<file path="config.mk">
export PLATFORM = sky130hd
export DESIGN_NAME = adder_arbiter
export DESIGN_NICKNAME = d
export VERILOG_FILES = /design/src/rtl/adder_arb_pkg.sv /design/src/rtl/adder.sv /design/src/rtl/rr_arbiter.sv /design/src/rtl/adder_arbiter.sv
export SDC_FILE = /design/constraint.sdc
export NUM_CORES = 1
export LEC_CHECK = 0
export BUFFER_PORTS_ARGS = -buffer_cell sky130_fd_sc_hd__buf_2
export CORE_AREA = 5 5 113 115
export CTS_BUF_LIST = sky130_fd_sc_hd__clkbuf_8
export DETAILED_ROUTE_END_ITERATION = 10
export DIE_AREA = 0 0 118 120
export PLACE_DENSITY = 0.8
export SLEW_MARGIN = 20
export SYNTH_ARGS = -nofsm -noshare
export SYNTH_HDL_FRONTEND = slang
export SYNTH_SLANG_ARGS = --single-unit
</file>
<file path="constraint.sdc">
create_clock -name clk -period 9.81 [get_ports clk]
set_input_delay 2.943 -clock clk [delete_from_list [all_inputs] [get_ports clk]]
set_output_delay 2.943 -clock clk [all_outputs]
set_load 0.02 [all_outputs]
</file>
<file path="src/rtl/adder_arb_pkg.sv">
// adder_arbiter shared definitions.
// Buffer state, sizing constants and helpers.
package adder_arb_pkg;

  localparam int DW_DEFAULT = 32;
  localparam int NREQ_MAX   = 8;
  localparam int DW_MAX     = 64;
  localparam int EXT_W      = NREQ_MAX * DW_MAX;

  typedef enum logic {
    BUF_EMPTY = 1'b0,
    BUF_FULL  = 1'b1
  } buf_e;

  function automatic int clog2(input int n);
    int r;
    r = 0;
    for (int i = 0; i < 31; i++) begin
      if ((1 << i) < n) r = i + 1;
    end
    return r;
  endfunction

  // Operand idx of width w from a packed
  // vector; caller truncates to w bits.
  function automatic logic [DW_MAX-1:0] opnd_slice(
    input logic [EXT_W-1:0] v,
    input int unsigned      idx,
    input int unsigned      w
  );
    logic [EXT_W-1:0] s;
    s = v >> (idx * w);
    return s[DW_MAX-1:0];
  endfunction

endpackage

</file>
<file path="src/rtl/adder.sv">
// Plain combinational adder shared by all
// requesters; carry out is the caller's job.
module adder #(
  parameter int W = 32
) (
  input  logic [W-1:0] in1,
  input  logic [W-1:0] in2,
  output logic [W-1:0] out
);

  assign out = in1 + in2;

endmodule

</file>
<file path="src/rtl/rr_arbiter.sv">
// Combinational round-robin arbiter.
// Scans from i_ptr upward with wrap.
module rr_arbiter #(
  parameter int N  = 4,
  parameter int IW = 2
) (
  input  logic [N-1:0]  i_req,
  input  logic [IW-1:0] i_ptr,
  input  logic          i_en,
  output logic [N-1:0]  o_gnt,
  output logic [IW-1:0] o_gnt_idx,
  output logic          o_any
);

  // first requester at or after i_ptr wins
  always_comb begin
    int v_idx;
    o_gnt     = '0;
    o_gnt_idx = '0;
    o_any     = 1'b0;
    v_idx     = 0;
    for (int k = 0; k < N; k++) begin
      v_idx = int'(i_ptr) + k;
      if (v_idx >= N) v_idx = v_idx - N;
      if (!o_any && i_req[v_idx]) begin
        o_any     = 1'b1;
        o_gnt_idx = IW'(v_idx);
      end
    end
    if (o_any && i_en) o_gnt[o_gnt_idx] = 1'b1;
  end

endmodule

</file>
<file path="src/rtl/adder_arbiter.sv">
// Round-robin sharing of one adder with a
// one-entry response buffer. ADDER_ARB_OVF_EN adds carry/overflow.
module adder_arbiter
  import adder_arb_pkg::*;
#(
  parameter int NREQ = 4,
  parameter int DW   = DW_DEFAULT,
  parameter int IDW  = clog2(NREQ)
) (
  input  logic              clk,
  input  logic              rst_n,
  input  logic [NREQ-1:0]   req_valid,
  output logic [NREQ-1:0]   req_ready,
  input  logic [NREQ*DW-1:0] req_a,
  input  logic [NREQ*DW-1:0] req_b,
  output logic              rsp_valid,
  input  logic              rsp_ready,
  output logic [IDW-1:0]    rsp_id,
  output logic [DW-1:0]     rsp_sum
`ifdef ADDER_ARB_OVF_EN
  ,
  output logic              rsp_cout,
  output logic              rsp_ovf
`endif
);

  buf_e            r_state;
  buf_e            w_state_nxt;
  logic [IDW-1:0]  r_ptr;
  logic [IDW-1:0]  r_id;
  logic [DW-1:0]   r_sum;
  logic            w_en;
  logic [NREQ-1:0] w_gnt;
  logic [IDW-1:0]  w_gnt_idx;
  logic            w_any;
  logic            w_fire;
  logic [IDW-1:0]  w_ptr_nxt;
  logic [EXT_W-1:0] w_a_ext;
  logic [EXT_W-1:0] w_b_ext;
  logic [DW-1:0]   w_a;
  logic [DW-1:0]   w_b;
  logic [DW-1:0]   w_sum;

  // Reset gates grants so nothing is
  // accepted while rst_n is low.
  assign w_en = (r_state == BUF_EMPTY || rsp_ready) && rst_n;

  rr_arbiter #(
    .N  (NREQ),
    .IW (IDW)
  ) u_arb (
    .i_req     (req_valid),
    .i_ptr     (r_ptr),
    .i_en      (w_en),
    .o_gnt     (w_gnt),
    .o_gnt_idx (w_gnt_idx),
    .o_any     (w_any)
  );

  assign w_fire = w_any && w_en;
  assign w_ptr_nxt = (w_gnt_idx == IDW'(NREQ - 1))
                   ? '0 : w_gnt_idx + 1'b1;

  assign w_a_ext = EXT_W'(req_a);
  assign w_b_ext = EXT_W'(req_b);
  assign w_a = DW'(opnd_slice(w_a_ext, 32'(w_gnt_idx), DW));
  assign w_b = DW'(opnd_slice(w_b_ext, 32'(w_gnt_idx), DW));

`ifdef ADDER_ARB_OVF_EN
  logic [DW:0] w_sum_x;
  logic        w_cout;
  logic        w_ovf;
  logic        r_cout;
  logic        r_ovf;

  adder #(.W(DW + 1)) u_add (
    .in1 ({1'b0, w_a}),
    .in2 ({1'b0, w_b}),
    .out (w_sum_x)
  );

  assign w_sum  = w_sum_x[DW-1:0];
  assign w_cout = w_sum_x[DW];
  assign w_ovf  = (w_a[DW-1] == w_b[DW-1])
               && (w_sum_x[DW-1] != w_a[DW-1]);

  // flags travel with the registered sum
  always_ff @(posedge clk or negedge rst_n) begin
    if (!rst_n) begin
      r_cout <= 1'b0;
      r_ovf  <= 1'b0;
    end else if (w_fire) begin
      r_cout <= w_cout;
      r_ovf  <= w_ovf;
    end
  end

  assign rsp_cout = r_cout;
  assign rsp_ovf  = r_ovf;
`else
  adder #(.W(DW)) u_add (
    .in1 (w_a),
    .in2 (w_b),
    .out (w_sum)
  );
`endif

  // buffer state register
  always_ff @(posedge clk or negedge rst_n) begin
    if (!rst_n) r_state <= BUF_EMPTY;
    else        r_state <= w_state_nxt;
  end

  // fill on fire, drain when consumed
  always_comb begin
    w_state_nxt = r_state;
    unique case (1'b1)
      w_fire:               w_state_nxt = BUF_FULL;
      !w_fire && rsp_ready: w_state_nxt = BUF_EMPTY;
      default:              w_state_nxt = r_state;
    endcase
  end

  // buffer and grant outputs
  always_comb begin
    rsp_valid = (r_state == BUF_FULL);
    req_ready = w_gnt;
  end

  // capture result and advance pointer on fire
  always_ff @(posedge clk or negedge rst_n) begin
    if (!rst_n) begin
      r_ptr <= '0;
      r_id  <= '0;
      r_sum <= '0;
    end else if (w_fire) begin
      r_ptr <= w_ptr_nxt;
      r_id  <= w_gnt_idx;
      r_sum <= w_sum;
    end
  end

  assign rsp_id  = r_id;
  assign rsp_sum = r_sum;

endmodule

</file>
* Word level (Yosys, flattened, before mapping)
Cells that the tools add are included.
** Operators by class
- Reductions and logical operators :: 13
- Shift operators :: 2
- Bitwise gates (word level) :: 1
- Equal/unequal tests :: 1
- Muxes and demuxes :: 29
- Magnitude comparators :: 10
- Add/sub/neg operators :: 9
** Operator list (number)
- $shr A128 B7 Y32 :: 2
- $lt A32 B4 Y1 const B :: 4
- $mux W32 :: 4
- $ge A32 B4 Y1 const B :: 3
- $sub A32 B4 Y32 const B :: 3
- $add A32 B32 Y32 :: 1
- $mux W1 :: 13
- $mux W2 :: 5
- $bmux W1 S2 :: 4
- $logic_and A1 B1 Y1 :: 7
- $add A2 B2 Y3 const B :: 2
- $logic_not A1 Y1 :: 4
- $mux W4 :: 1
- $sub A2 B3 Y4 const B :: 1
- $add A2 B1 Y3 const B :: 1
- $ge A2 B3 Y1 const B :: 1
- $lt A2 B3 Y1 const B :: 1
- $add A2 B1 Y2 const B :: 1
- $demux W1 S2 :: 1
- $eq A2 B2 Y1 const B :: 1
- $ge A2 B1 Y1 const B :: 1
- $pmux W1 S2 :: 1
- $reduce_bool A2 Y1 :: 1
- $logic_or A1 B1 Y1 :: 1
- $not A1 Y1 :: 1
** Word-level totals
- Output and inout port bits :: 39
- Word-level logic and storage cells :: 69
- Input bits :: 263
- Bits in registers :: 37

* Depth between registers and ports, before layout
- Depth in word-level cells :: 20
- Gate-level depth with buffers :: 19
- Gate-level depth less buffers :: 17

* By module
From an unflattened synthesis, not the netlist that was laid out.
** Second synthesis, totals
- Cell total of the unflattened synthesis :: 423
- Area total of the unflattened synthesis :: 4878.4 um^2
** Modules (own cells, without submodules)
- adder_arbiter :: sequential area each 925.9 um^2, area each 2999.1 um^2, instances 1, cells each 162
- adder :: sequential area each 0.0 um^2, area each 1744.2 um^2, instances 1, cells each 241
- rr_arbiter :: sequential area each 0.0 um^2, area each 135.1 um^2, instances 1, cells each 20

* Worst setup path before layout
OpenSTA, ideal clock, no wires.
- Path type :: in2out
- Start :: input req_valid[2]
- End :: output req_ready[3]
- Stages :: 7
- Buffers on the path :: 2
- Arrival time :: 4.349 ns
- Slack :: 2.518 ns
- Data required time :: 6.867 ns
- Path through :: mux2i_1 > nor2_1 > nor3_1 > clkbuf_1 > clkbuf_1 > ha_1 > and2_1
** Between the ends
- Word-level cells in the longest chain between the ends :: 18
- Elaborated cells between the ends (all ways) :: 33
- Those cells by class :: order compare (2); mux (23); reduce/logical (8)
** Ends and longest elaborated chain
- start, declared :: line adder_arbiter.sv:12 : input logic [NREQ-1:0] req_valid,
- $bmux W1 S2 :: line rr_arbiter.sv:25 : if (!o_any && i_req[v_idx]) begin
- $mux W1 (not written as such) (2 in a row) :: line rr_arbiter.sv:25
- $mux W1 :: line rr_arbiter.sv:25
- $logic_not A1 Y1 :: line rr_arbiter.sv:25
- $logic_and A1 B1 Y1 :: line rr_arbiter.sv:25
- $mux W1 :: line rr_arbiter.sv:25
- $logic_not A1 Y1 :: line rr_arbiter.sv:25
- $logic_and A1 B1 Y1 :: line rr_arbiter.sv:25
- (+2 left out)
- $logic_and A1 B1 Y1 :: line rr_arbiter.sv:25
- $mux W2 (*) :: line rr_arbiter.sv:25
- via u_arb.o_gnt_idx[0] :: line rr_arbiter.sv:11 : output logic [IW-1:0] o_gnt_idx,
- $lt A2 B3 Y1 (not written as such) or $ge A2 B1 Y1 (tied branches) :: line rr_arbiter.sv:30 : if (o_any && i_en) o_gnt[o_gnt_idx] = 1'b1;
- $logic_and A1 B1 Y1 (not written as such) :: line rr_arbiter.sv:30
- $mux W1 (not written as such) :: line rr_arbiter.sv:30
- $demux W1 S2 (*)
- $mux W4 (*) :: line rr_arbiter.sv:30
- end, declared :: line adder_arbiter.sv:13 : output logic [NREQ-1:0] req_ready,
The timed path passes the listed nets; every way through them passes the cells marked *. The select of a mux whose other input is x is not followed.

* Worst setup path in the final report
- Start :: input req_valid[0]
- End :: output req_ready[3]
** Between the ends
- Word-level cells in the longest chain between the ends :: 18
- Elaborated cells between the ends (all ways) :: 33
- Those cells by class :: order compare (2); mux (23); reduce/logical (8)
** Ends and longest elaborated chain (line)
- $bmux W1 S2 :: rr_arbiter.sv:25
- $mux W1 (not written as such) (2 in a row) :: rr_arbiter.sv:25
- $mux W1 :: rr_arbiter.sv:25
- $logic_not A1 Y1 :: rr_arbiter.sv:25
- $logic_and A1 B1 Y1 :: rr_arbiter.sv:25
- $mux W1 :: rr_arbiter.sv:25
- $logic_not A1 Y1 :: rr_arbiter.sv:25
- $logic_and A1 B1 Y1 :: rr_arbiter.sv:25
- $mux W1 :: rr_arbiter.sv:25
- $logic_not A1 Y1 :: rr_arbiter.sv:25
- $logic_and A1 B1 Y1 :: rr_arbiter.sv:25
- $mux W2 :: rr_arbiter.sv:25
- $lt A2 B3 Y1 (not written as such) or $ge A2 B1 Y1 (tied branches) :: rr_arbiter.sv:30
- $logic_and A1 B1 Y1 (not written as such) :: rr_arbiter.sv:30
- $mux W1 (not written as such) :: rr_arbiter.sv:30
- $demux W1 S2
- $mux W4 (*) :: rr_arbiter.sv:30
Mark *: on every way between the ends. The rest lies on a longest branch, timed or not. The select of a mux whose other input is x is not followed.

==> qor.yml <==
die:
  die_x_um: 118
  ios: 302
  die_h_um: 120
  rows: 40
  coreArea_um2: 11700
  fp.dieArea_um2: 14200
  start_util_pct: 42.4
sta:
  hold_viol_final: 0
  maxSlewViolCount: 0
  worstMarginPinSlew_ps: 890
  layout_min_cycle_time_ps: 8010
  post-route-period-util_pct: 81.6
  hold_slack_ps: 481
  skew_ps: 4.66
  rsz0062_at_grt: "false"
  fin_setup_tns_ps: 0
  fmax_ghz: 0.125
  finalSetupViolCount: 0
  relSlewSlack_pct: 40.7
worst_setup_path:
  crit_path_max_fanout: 38
  start_kind: "input port"
  required_ps: 6870
  worstPathArrival_ps: 5070
  crit_type: "input port to output pin"
  cp-end-kind: "output pin"
yosys:
  ys_types: 50
  async_flop_share_pct: 100
  ys_seq_area_share_pct: 18.6
  synth-seq-cells: 37
  synth_edf_count: 0
  synth.cell_area_um2: 4960
  syn_avg_cell_area_um2: 6.34
  syn_nets: 1082
  synth_cells: 783
  ys.flop_type: "dfrtp_1"
  ys.warnings.count: 0
placed_design:
  dp_hpwl_mm: 15.9
  gp_congestion: 1.01
  dpl.cell_count: 1185
  port_buffers: 301
clock_tree:
  htree_levels: 2
  postCtsSetupBuffers: 0
  root_buffer: "clkbuf_8"
  clk_latency_ps: 290
  cts_buffers: 5
  clkTransAtPathRegs_ps: 80
  cts_tree: "done"
  cts_resized: 0
  clkSinkCount: 37
  cts_buffer_depth: 2
  cts_hold_buf: 0
finish:
  layout.cells.non_filler: 1194
  seqCellArea_um2: 926
  fillCellCount: 1227
  multi_input_area_um2: 3820
  layout-drive-gt1-share_pct: 31.5
  nNetsFinal: 1344
  syn2layout_area_growth_pct: 33.5
detailed_routing:
  finalWirelength_mm: 19.5
  top_layer: "met5"
  m1WireLength_mm: 8.37
  drt_iter0_drc: 488
  wl_met3_mm: 1.80
  drc: 0
  dr.pass1.iters: 5
  drtAntennaViolNets: 0
  vias: 6521
  via_per_inst: 5.46
  route.met2.wl_mm: 9.07
  wl_per_cell_um: 16.3
pwr:
  combPwrFrac_pct: 81.5
  p_switching_mw: 1.11
  power_mw: 2.01
  seq_power_share_pct: 13.1
  switching_share_pct: 55.3
  intPower_mw: 0.897
  p_leak_nw: 3.60
  pwr-share-clk_pct: 5.4
  ir_drop_v: 0.000264
  powerDensity_nw_per_um2: 303
global_routing:
  antenna_found_initial: 2
  gr-total-overflow: 0
  grt_pass1_vias: 6096
  grt_max_degree: 71
  grt_first_pass_wirelength_mm: 30.2
  track_usage_pct: 25.7
hold_path:
  hold_path.class: "flip-flop to flip-flop"
job:
  maxCapViolations: 0
run_status:
  outcome: "finished, final reports clean"
cell type report:
class                      count  share of cell area (%)
clock buffer                   5                    1.04
multi-input combinational    682                    57.6
inverter                      10                   0.604
timing repair buffer         309                    23.6
antenna                        1                  0.0378
tap                          147                    2.77
sequential                    37                    14.0
clock inverter                 3                   0.321
final timing paths:
check / startpoint / end / slack [ps] / cells past startpoint
max: req_valid[0] / req_ready[3] / 1800 / 8
min: rsp_sum[17]$_DFFE_PN0P_ / rsp_sum[17]$_DFFE_PN0P_ / 480 / 2
max reg2reg: r_ptr[1]$_DFFE_PN0P_ / rsp_sum[28]$_DFFE_PN0P_ / 4730 / 17
min reg2reg: rsp_sum[17]$_DFFE_PN0P_ / rsp_sum[17]$_DFFE_PN0P_ / 480 / 2
max in group asynchronous: rst_n / rsp_sum[27]$_DFFE_PN0P_ / 6780 / 2
min in group asynchronous: rst_n / rsp_sum[2]$_DFFE_PN0P_ / 2690 / 2
stage by stage:
stage               cell area, um^2  util (%)  setup WS [ps]
floorplan                      4960         -           2520
global placement               6540      55.8           1840
detailed placement             6540      55.8           1810
CTS                            6630      56.6           1810
global route                   6630      56.6           1630
finish                         6630      56.6           1800
cells by family (layout without fill, tap and decap cells):
kind of cell	Yosys count	count (layout)	synth area share, %
compound gates	183	183	23.7
xor+xnor	25	25	4.41
fa+ha+maj	36	36	9.22
buf+inv	64	327	4.84
flops	37	37	18.6
mux	2	2	0.403
other cells	0	1	0
simple gates	436	436	38.8
cells in the final DEF, fill, tap and decap left out, types with 7 or more instances in the layout:
cell type and n:
nand2_1 308, buf_2 301, a31oi_1 67, and3_1 66, dfrtp_1 37, ha_1 35
a21oi_1 28, o21ai_0 23, o21ai_1 17, xor2_1 13, nor2_1 12, nand3_1 12
xnor2_1 12, a21o_1 10, inv_1 8, buf_4 8, nand4_1 7
routing by layer:
layer | vias to the layer above | GRT usage [%]
met2 | 308 | 41.5
met5 | - | 0
met3 | 28 | 5.14
met1 | 2932 | 35.4
li1 | 3251 | -
met4 | 2 | 5.66
synthesized netlist by cell type, types with 12 or more instances:
| master | number | share of area (%) |
|---|---|---|
| nand2_1 | 308 | 23 |
| a31oi_1 | 67 | 8.4 |
| and3_1 | 66 | 8.3 |
| clkbuf_1 | 46 | 3.5 |
| dfrtp_1 | 37 | 19 |
| ha_1 | 35 | 8.8 |
| a21oi_1 | 28 | 2.8 |
| o21ai_0 | 23 | 2.3 |
| o21ai_1 | 17 | 1.7 |
| xor2_1 | 13 | 2.3 |
| nand3_1 | 12 | 1.2 |
| nor2_1 | 12 | 0.91 |
| xnor2_1 | 12 | 2.1 |
flip-flops by register name, summed over array words and instances, names as in the netlist:
name       cells
r_ptr          2
rsp_id         2
rsp_sum       32
rsp_valid      1
critical path, cell delays in order:
cell	delay, ps
buf_2	120
a21oi_1	60
o21a_1	200
o22ai_4	670
inv_2	450
ha_1	330
and2_1	130
buf_2	150
power groups by stage:
stage                     Sequential (mW)  Clock [mW]  Combinational, mW
after floorplan                     0.346           0               1.08
after global placement              0.263           0               1.60
after detailed placement            0.267           0               1.61
after CTS                           0.263       0.112               1.62
after global routing                0.274       0.117               1.80
final                               0.263       0.109               1.64
Note: power is estimated with default switching activity, not from simulation.
